**src/rtl/instr_encoder.sv**
```systemverilog
// Packs instruction-field requests into 32-bit words and streams them into IMEM through a FIFO.
// Optional request range checking is enabled with `define INSTR_ENCODER_CHECK_EN.
module instr_encoder #(
    parameter int unsigned DEPTH     = 4,
    parameter logic [31:0] BASE_ADDR = 32'h0000_0000,
    parameter int unsigned MEM_WORDS = 256
) (
    input  logic        clk,
    input  logic        rst,
    input  logic        start,
    input  logic        finish,
    input  logic        req_valid,
    output logic        req_ready,
    input  logic [1:0]  req_cls,
    input  logic [3:0]  req_cond,
    input  logic [3:0]  req_cmd,
    input  logic        req_s,
    input  logic [3:0]  req_rn,
    input  logic [3:0]  req_rd,
    input  logic [11:0] req_src2,
    output logic        imem_we,
    input  logic        imem_ready,
    output logic [31:0] imem_addr,
    output logic [31:0] imem_wdata,
    output logic        busy,
    output logic        done,
    output logic        wrapped,
    output logic [15:0] instr_count,
    output logic        err
);

    localparam int unsigned PtrW = $clog2(DEPTH);
    localparam int unsigned IdxW = (MEM_WORDS > 1) ? $clog2(MEM_WORDS) : 1;

    typedef enum logic [1:0] {StIdle, StRun, StDrain, StDone} state_e;

    state_e          state_q, state_d;
    logic [31:0]     mem_q [DEPTH];
    logic [PtrW-1:0] wr_ptr_q, rd_ptr_q;
    logic [PtrW:0]   cnt_q;
    logic [IdxW-1:0] idx_q;
    logic            wrapped_q;
    logic [15:0]     count_q;

    logic        fifo_full, fifo_empty, active, accept, push, pop, illegal;
    logic [1:0]  op;
    logic [5:0]  funct;
    logic [31:0] word;

    assign fifo_full  = (cnt_q == (PtrW+1)'(DEPTH));
    assign fifo_empty = (cnt_q == '0);
    assign active     = (state_q == StRun) || (state_q == StDrain);

    // Requests seen in a start cycle are refused so they cannot survive the flush.
    assign req_ready  = (state_q == StRun) && !fifo_full && !start;
    assign accept     = req_valid && req_ready;
    assign push       = accept && !illegal;

    assign imem_we    = active && !fifo_empty;
    assign pop        = imem_we && imem_ready;
    assign imem_wdata = imem_we ? mem_q[rd_ptr_q] : 32'h0;
    assign imem_addr  = BASE_ADDR + (32'(idx_q) << 2);

    assign busy        = active;
    assign done        = (state_q == StDone);
    assign wrapped     = wrapped_q;
    assign instr_count = count_q;

    always_comb begin
        op    = 2'b00;
        funct = {req_cls[0], req_cmd, req_s};
        unique case (req_cls)
            2'd2: begin
                op    = 2'b01;
                funct = 6'b011000;
            end
            2'd3: begin
                op    = 2'b01;
                funct = 6'b011001;
            end
            default: ;
        endcase
        word = {req_cond, op, funct, req_rn, req_rd, req_src2};
    end

`ifdef INSTR_ENCODER_CHECK_EN
    logic err_q;

    always_comb begin
        illegal = 1'b0;
        if (req_cls == 2'd0 && req_src2[11:4] != 8'h00) begin
            illegal = 1'b1;
        end
        if (req_cls[1] && req_rd == 4'hF && req_rn == 4'hF) begin
            illegal = 1'b1;
        end
    end

    always_ff @(posedge clk) begin
        if (rst) begin
            err_q <= 1'b0;
        end else begin
            err_q <= accept && illegal;
        end
    end

    assign err = err_q;
`else
    assign illegal = 1'b0;
    assign err     = 1'b0;
`endif

    always_comb begin
        state_d = state_q;
        if (start) begin
            state_d = StRun;
        end else begin
            unique case (state_q)
                StRun:   if (finish) state_d = StDrain;
                // Leave DRAIN in the cycle after the final write handshake.
                StDrain: if (fifo_empty || (cnt_q == (PtrW+1)'(1) && pop)) state_d = StDone;
                default: ;
            endcase
        end
    end

    always_ff @(posedge clk) begin
        if (push) begin
            mem_q[wr_ptr_q] <= word;
        end
    end

    always_ff @(posedge clk) begin
        if (rst) begin
            state_q   <= StIdle;
            wr_ptr_q  <= '0;
            rd_ptr_q  <= '0;
            cnt_q     <= '0;
            idx_q     <= '0;
            wrapped_q <= 1'b0;
            count_q   <= 16'h0;
        end else begin
            state_q <= state_d;
            if (start) begin
                wr_ptr_q  <= '0;
                rd_ptr_q  <= '0;
                cnt_q     <= '0;
                idx_q     <= '0;
                wrapped_q <= 1'b0;
                count_q   <= 16'h0;
            end else begin
                if (push) begin
                    wr_ptr_q <= wr_ptr_q + PtrW'(1);
                end
                if (pop) begin
                    rd_ptr_q <= rd_ptr_q + PtrW'(1);
                    if (idx_q == IdxW'(MEM_WORDS - 1)) begin
                        idx_q     <= '0;
                        wrapped_q <= 1'b1;
                    end else begin
                        idx_q <= idx_q + IdxW'(1);
                    end
                    if (count_q != 16'hFFFF) begin
                        count_q <= count_q + 16'h1;
                    end
                end
                if (push && !pop) begin
                    cnt_q <= cnt_q + (PtrW+1)'(1);
                end else if (pop && !push) begin
                    cnt_q <= cnt_q - (PtrW+1)'(1);
                end
            end
        end
    end

endmodule

```
**config.mk**
```make
export PLATFORM = sky130hd
export DESIGN_NAME = instr_encoder
export DESIGN_NICKNAME = d
export VERILOG_FILES = /design/src/rtl/instr_encoder.sv
export SDC_FILE = /design/constraint.sdc
export NUM_CORES = 1
export LEC_CHECK = 0
export ABC_CLOCK_PERIOD_IN_PS = 2460
export BUFFER_PORTS_ARGS = -buffer_cell sky130_fd_sc_hd__buf_4
export CORE_UTILIZATION = 50
export DETAILED_ROUTE_END_ITERATION = 7
export PLACE_DENSITY = 0.75
export SETUP_SLACK_MARGIN = 0.4
export SYNTH_ARGS = -nofsm -noshare
export SYNTH_HDL_FRONTEND = slang
export SYNTH_SLANG_ARGS = --single-unit
```
**constraint.sdc**
```tcl
create_clock -name clk -period 2.46 [get_ports clk]
set_input_delay 0.123 -clock clk [delete_from_list [all_inputs] [get_ports clk]]
set_output_delay 0.123 -clock clk [all_outputs]
set_load 0.01 [all_outputs]
```
## Word level (Yosys, flattened, before mapping)

Memory sizes are Yosys's and may differ from the RTL's. A register that Yosys moved wholly into a read port is not among the register bits.
Cells that the tools add are included.

- Bits of input ports: 37
- Output and inout port bits: 86
- Word-level logic and storage cells: 67
- Memory bits (writable): 124
- Bits in registers: 34
- Memories kept: 1

- Mux-type cells: 14
- Reductions and logical operators: 25
- Equal/unequal tests: 13
- Add/sub/neg operators: 6

Memory list:

| name | words | bits a word | rd ports | clocked after Yosys merged registers in | write ports | line | text |
|---|---|---|---|---|---|---|---|
| mem_q | 4 | 31 | 1 | 1 | 1 | 38 | `logic [31:0] mem_q [DEPTH];` |

Operators by type and width:

| operator | number |
|---|---|
| $mux W32 | 1 |
| $add A16 B1 Y16 const B | 1 |
| $ne A16 B16 Y1 const B | 1 |
| $pmux W6 S2 | 1 |
| $add A8 B1 Y8 const B | 1 |
| $eq A2 B2 Y1 const B | 4 |
| $eq A8 B8 Y1 const B | 1 |
| $logic_and A1 B1 Y1 | 8 |
| $mux W2 | 4 |
| $mux W8 | 1 |
| $mux W3 | 2 |
| $reduce_and A3 Y1 | 2 |
| $logic_not A1 Y1 | 5 |
| $add A2 B1 Y2 const B | 2 |
| $mux W1 | 4 |
| $pmux W2 S2 | 1 |
| $reduce_and A2 Y1 | 2 |
| $reduce_bool A2 Y1 | 2 |
| $reduce_or A2 Y1 | 2 |
| $add A3 B1 Y3 const B | 1 |
| $eq A3 B1 Y1 const B | 1 |
| $eq A3 B3 Y1 const B | 1 |
| $logic_not A3 Y1 | 1 |
| $ne A3 B2 Y1 const B | 1 |
| 7 further kinds | 8 |

## Longest topological paths before layout

- Depth in word-level cells: 9
- Gate-level depth with buffers: 10
- Mapped depth without buffers: 9

## Worst setup path before layout

No wires, ideal clock.

- Path type: reg-to-reg
- From: register cnt_q[0]
- To: memory mem_q[1][0] (netlist name) (enable)
- Data required time: 2.069 ns
- Clock period less this slack: 2.571 ns
- Arrival time: 2.180 ns
- Setup slack: -0.111 ns
- Setup time: 0.391 ns
- Buffers on the path: 0
- Cell stages (with the launch flop): 5
- Cells stage by stage: dfxtp_1 > inv_1 > ha_1 > a2111oi_2 > and2_1

- Cells in the longest elaborated chain, start to end: 7

Ends and longest elaborated chain:

| item | line | text |
|---|---|---|
| start, declared | 40 | `logic [PtrW:0] cnt_q;` |
| start signal, assigned | 168 | `cnt_q <= cnt_q + (PtrW+1)'(1);` |
| start signal, assigned | 170 | `cnt_q <= cnt_q - (PtrW+1)'(1);` |
| $eq A3 B3 Y1 | 50 | `assign fifo_full = (cnt_q == (PtrW+1)'(DEPTH));` |
| $logic_not A1 Y1 | 55 | `assign req_ready = (state_q == StRun) && !fifo_full && !start;` |
| $logic_and A1 B1 Y1 (2 in a row) | 55 |  |
| $logic_and A1 B1 Y1 | 56 | `assign accept = req_valid && req_ready;` |
| named net accept | 45 | `logic fifo_full, fifo_empty, active, accept, push, pop, illegal;` |
| $mux W1 | 128 | `if (push) begin` |
| $mux W1 (implied by the code) | 129 | `mem_q[wr_ptr_q] <= word;` |
| end, declared | 38 |  |

The timed path passes the listed nets, and every way through them passes these cells.

==> metrics.csv <==
stage,metric,value,unit
yosys,yosysWarnings,0,
final_layout,fill_cells,934,
pwr,switching_share,21.3,%
route,finalWirelength,14.2,mm
pwr,p_clk_share,43.6,%
route,vias,4318,
final_layout,syn2layout_area_growth,26.2,%
clocking,cts.reportedPaths.clkPinSlew,60,ps
final_layout,final_common_cell,edfxtp_1,
grt,grt.overflow.total,0,
final_layout,nNetsFinal,645,
pwr,internal-power,4590,uW
placed_design,dpl.hpwl,8.76,mm
pwr,p_seq_share,50.4,%
setup_path,critPathTopFamily,multiplexers,
final_layout,final_cell_mix,"edfxtp_1 (124), buf_4 (108), and3_1 (32)",
floorplanning,die_h,119,um
floorplanning,fp.coreArea,13300,um2
final_layout,drive_gt1_share,33.0,%
yosys,synth_top_flop_cell,edfxtp_1,
setup_path,crit_required,2340,ps
flow_run,cap_violations,0,
min_path,min_path_cells,2,
clocking,cts_tree,built,
setup_path,slowest_delay,530,ps
timing,tightest_slew,593,ps
clocking,numCtsBuffers,17,
timing,slew_violations,0,
setup_path,regToRegStartpoint,cnt_q[0],
pwr,net-switching-power,1240,uW
final_layout,antenna_cells,0,
yosys,synthDistinctLibCells,47,
clocking,clock_sinks,160,
setup_path,path_cells,buf_6 -> mux4_2 -> and3_1 -> buf_4,
timing,min_period,2040,ps
pwr,p_per_area,672,nW/um2
route,drc_errors,0,
yosys,synth.top_cells.by_area,"edfxtp_1 (54%), dfxtp_1 (10%), mux4_2 (10%), and3_1 (2.9%), buf_4 (2.8%)",
grt,grt_pass1_wl,22.0,mm
yosys,avgSynthCellArea,14.8,um2
floorplanning,start_util,51.5,%
clocking,cts_max_level,4,
min_path,hp-class,input pin to register,
placed_design,place_worst_setup_slack,280,ps
yosys,synth_edf_count,124,
timing,hold_violations,0,
timing,timing.hold.ws,13.2,ps
grt,grt_max_degree,38,
setup_path,r2r-end,cnt_q[2],
status,outcome,completed,
final_layout,fin_cells,782,
timing,worst_slack,418,ps
floorplanning,dieArea,14200,um2
clocking,cts-root-buf,clkbuf_16,
clocking,ctsLongestPathBuffers,2,
setup_path,path_max_fanout,15,
pwr,cellLeakagePower,0.00325,uW
timing,final.period_utilization,83.0,%
route,first_pass_iters,4,
timing,slew_headroom,60.5,%
grt,grt_usage,20.9,%
placed_design,io_buffers,96,
timing,finClkSkew,7.72,ps
grt,antenna_found_initial,0,
yosys,synth_area_leader_cell,edfxtp_1,
setup_path,worstPathArrival,1920,ps
clocking,worstSkewPairLatency,420,ps
yosys,async_reset_ff_share,0,%
yosys,syn-cell-area,6870,um2
timing,fmax,490,MHz
floorplanning,rows,42,
timing,tns,0,ps
setup_path,end_kind,output pin,
placed_design,placedCellCount,719,
yosys,yosysSeqAreaShare,64.7,%
setup_path,path_buf_inv,2,
floorplanning,ios,123,
yosys,ys_seq_elements,160,
timing,setup_viol,0,
min_path,min_to,mem_q[2][24],
route,drt-initial-drc-count,259,
route,vias_per_cell,5.52,
route,postRouteAntennaNets,0,
pwr,p_comb_share,6.0,%
floorplanning,die_x,119,um
yosys,synthCells,464,
setup_path,cp_slowest_cell,mux4_2,
yosys,netlist.area_leader.share,54.2,%
min_path,hp-start,req_cmd[3],
grt,grt_pass1_vias,4198,
setup_path,worstSetupPathType,register to output pin,
setup_path,r2r_slack,430,ps
timing,grt_setup_unrepaired,true,
setup_path,rr_worst_depth,7,
pwr,ir_drop,610,uV
route,detail_route.wl_per_cell,18.2,um
setup_path,cp-start-kind,register,
placed_design,globalplace.congestion,0.827,
## how the worst max path moves through the flow
stage                     cells after the start  slack (ps)              to
final                                         4         420  imem_wdata[17]
after global routing                          8         320        cnt_q[2]
after CTS                                     4         400  imem_wdata[21]
after detailed placement                      7         280        cnt_q[2]
after global placement                        5         340    mem_q[3][13]
after floorplan                               7         430  instr_count[9]
## power by group through the flow
stage                     clock network [uW]  registers [uW]  logic [uW]
after floorplan                            0            3000         185
after global placement                     0            3000         278
after detailed placement                   0            3000         289
after CTS                               2550            2940         346
after global routing                    2660            2940         382
final                                   2540            2940         352
## synthesized netlist by cell type (all sizes together), types with 2 or more instances
master  count
nand2b      3
nor4        5
o21ai       6
mux4       31
nor2b       6
or4         3
mux2i      12
clkbuf     18
nor3        2
ha         14
and3       32
xnor2       6
dfxtp      36
and4        2
nand2      26
nor2       21
or3         8
a211oi      6
a21oi      10
buf        32
nand4       6
edfxtp    124
nand3      12
and2        5
or2         3
xor2        6
inv        13
## cells by family after synthesis
group                    share of synthesized area, %
multiplexers                                     12.1
other                                          0.0546
AO/OA/AOI/OAI                                    3.33
AND/OR/NAND/NOR                                  10.9
flip-flops                                       64.7
XOR/XNOR                                         1.53
adder cells (fa/ha/maj)                          2.55
buffers and inverters                            4.93
## what timing repair did
action                     in CTS  in global routing
pin swaps                       2                  2
gates resized for setup        10                 11
setup buffers                   6                  1
setup endpoints to repair     160                152
hold buffers                   25                  0
hold endpoints to repair      100                  0
## worst register-to-register path, cell delays in order, from the launching register on
cell and delay (ps):
dfxtp_2 370, inv_2 70, ha_4 180, a2111oi_4 340, buf_4 200, ha_2 300
or3_4 370, a21oi_2 140
## state kept, by name, indices dropped and copies added (netlist names), named ones only
name	cells
state_q	2
instr_count	16
rd_ptr_q	2
mem_q	124
wr_ptr_q	2
wrapped	1
idx_q	8
cnt_q	3
## per-stage QoR
stage	power [uW]	cell area (um2)	util (%)
final	5830	8670	65.0
after detailed placement	3290	7720	57.8
after CTS	5830	8620	64.6
after global placement	3270	7720	57.8
after global routing	5980	8670	65.0
after floorplan	3180	7010	-
## layer usage
metal	GRT usage [%]	vias up	share of wire (%)
met5	0	-	0
met4	9.02	0	2.3
met3	4.84	29	5.9
met2	35.6	197	51
met1	25.5	2128	41
li1	-	1964	-
## area by class of cell
cell class                      instances  area, um2  area share, %
Tap cell                              176        220           2.54
Sequential cell                       160       4450           51.4
Clock buffer                           20        437           5.04
Timing Repair Buffer                  136       1100           12.7
Inverter                               13       52.6          0.606
Multi-Input combinational cell        266       2280           26.3
Clock inverter                         11        131           1.52
(Power assumes the default switching activity.)
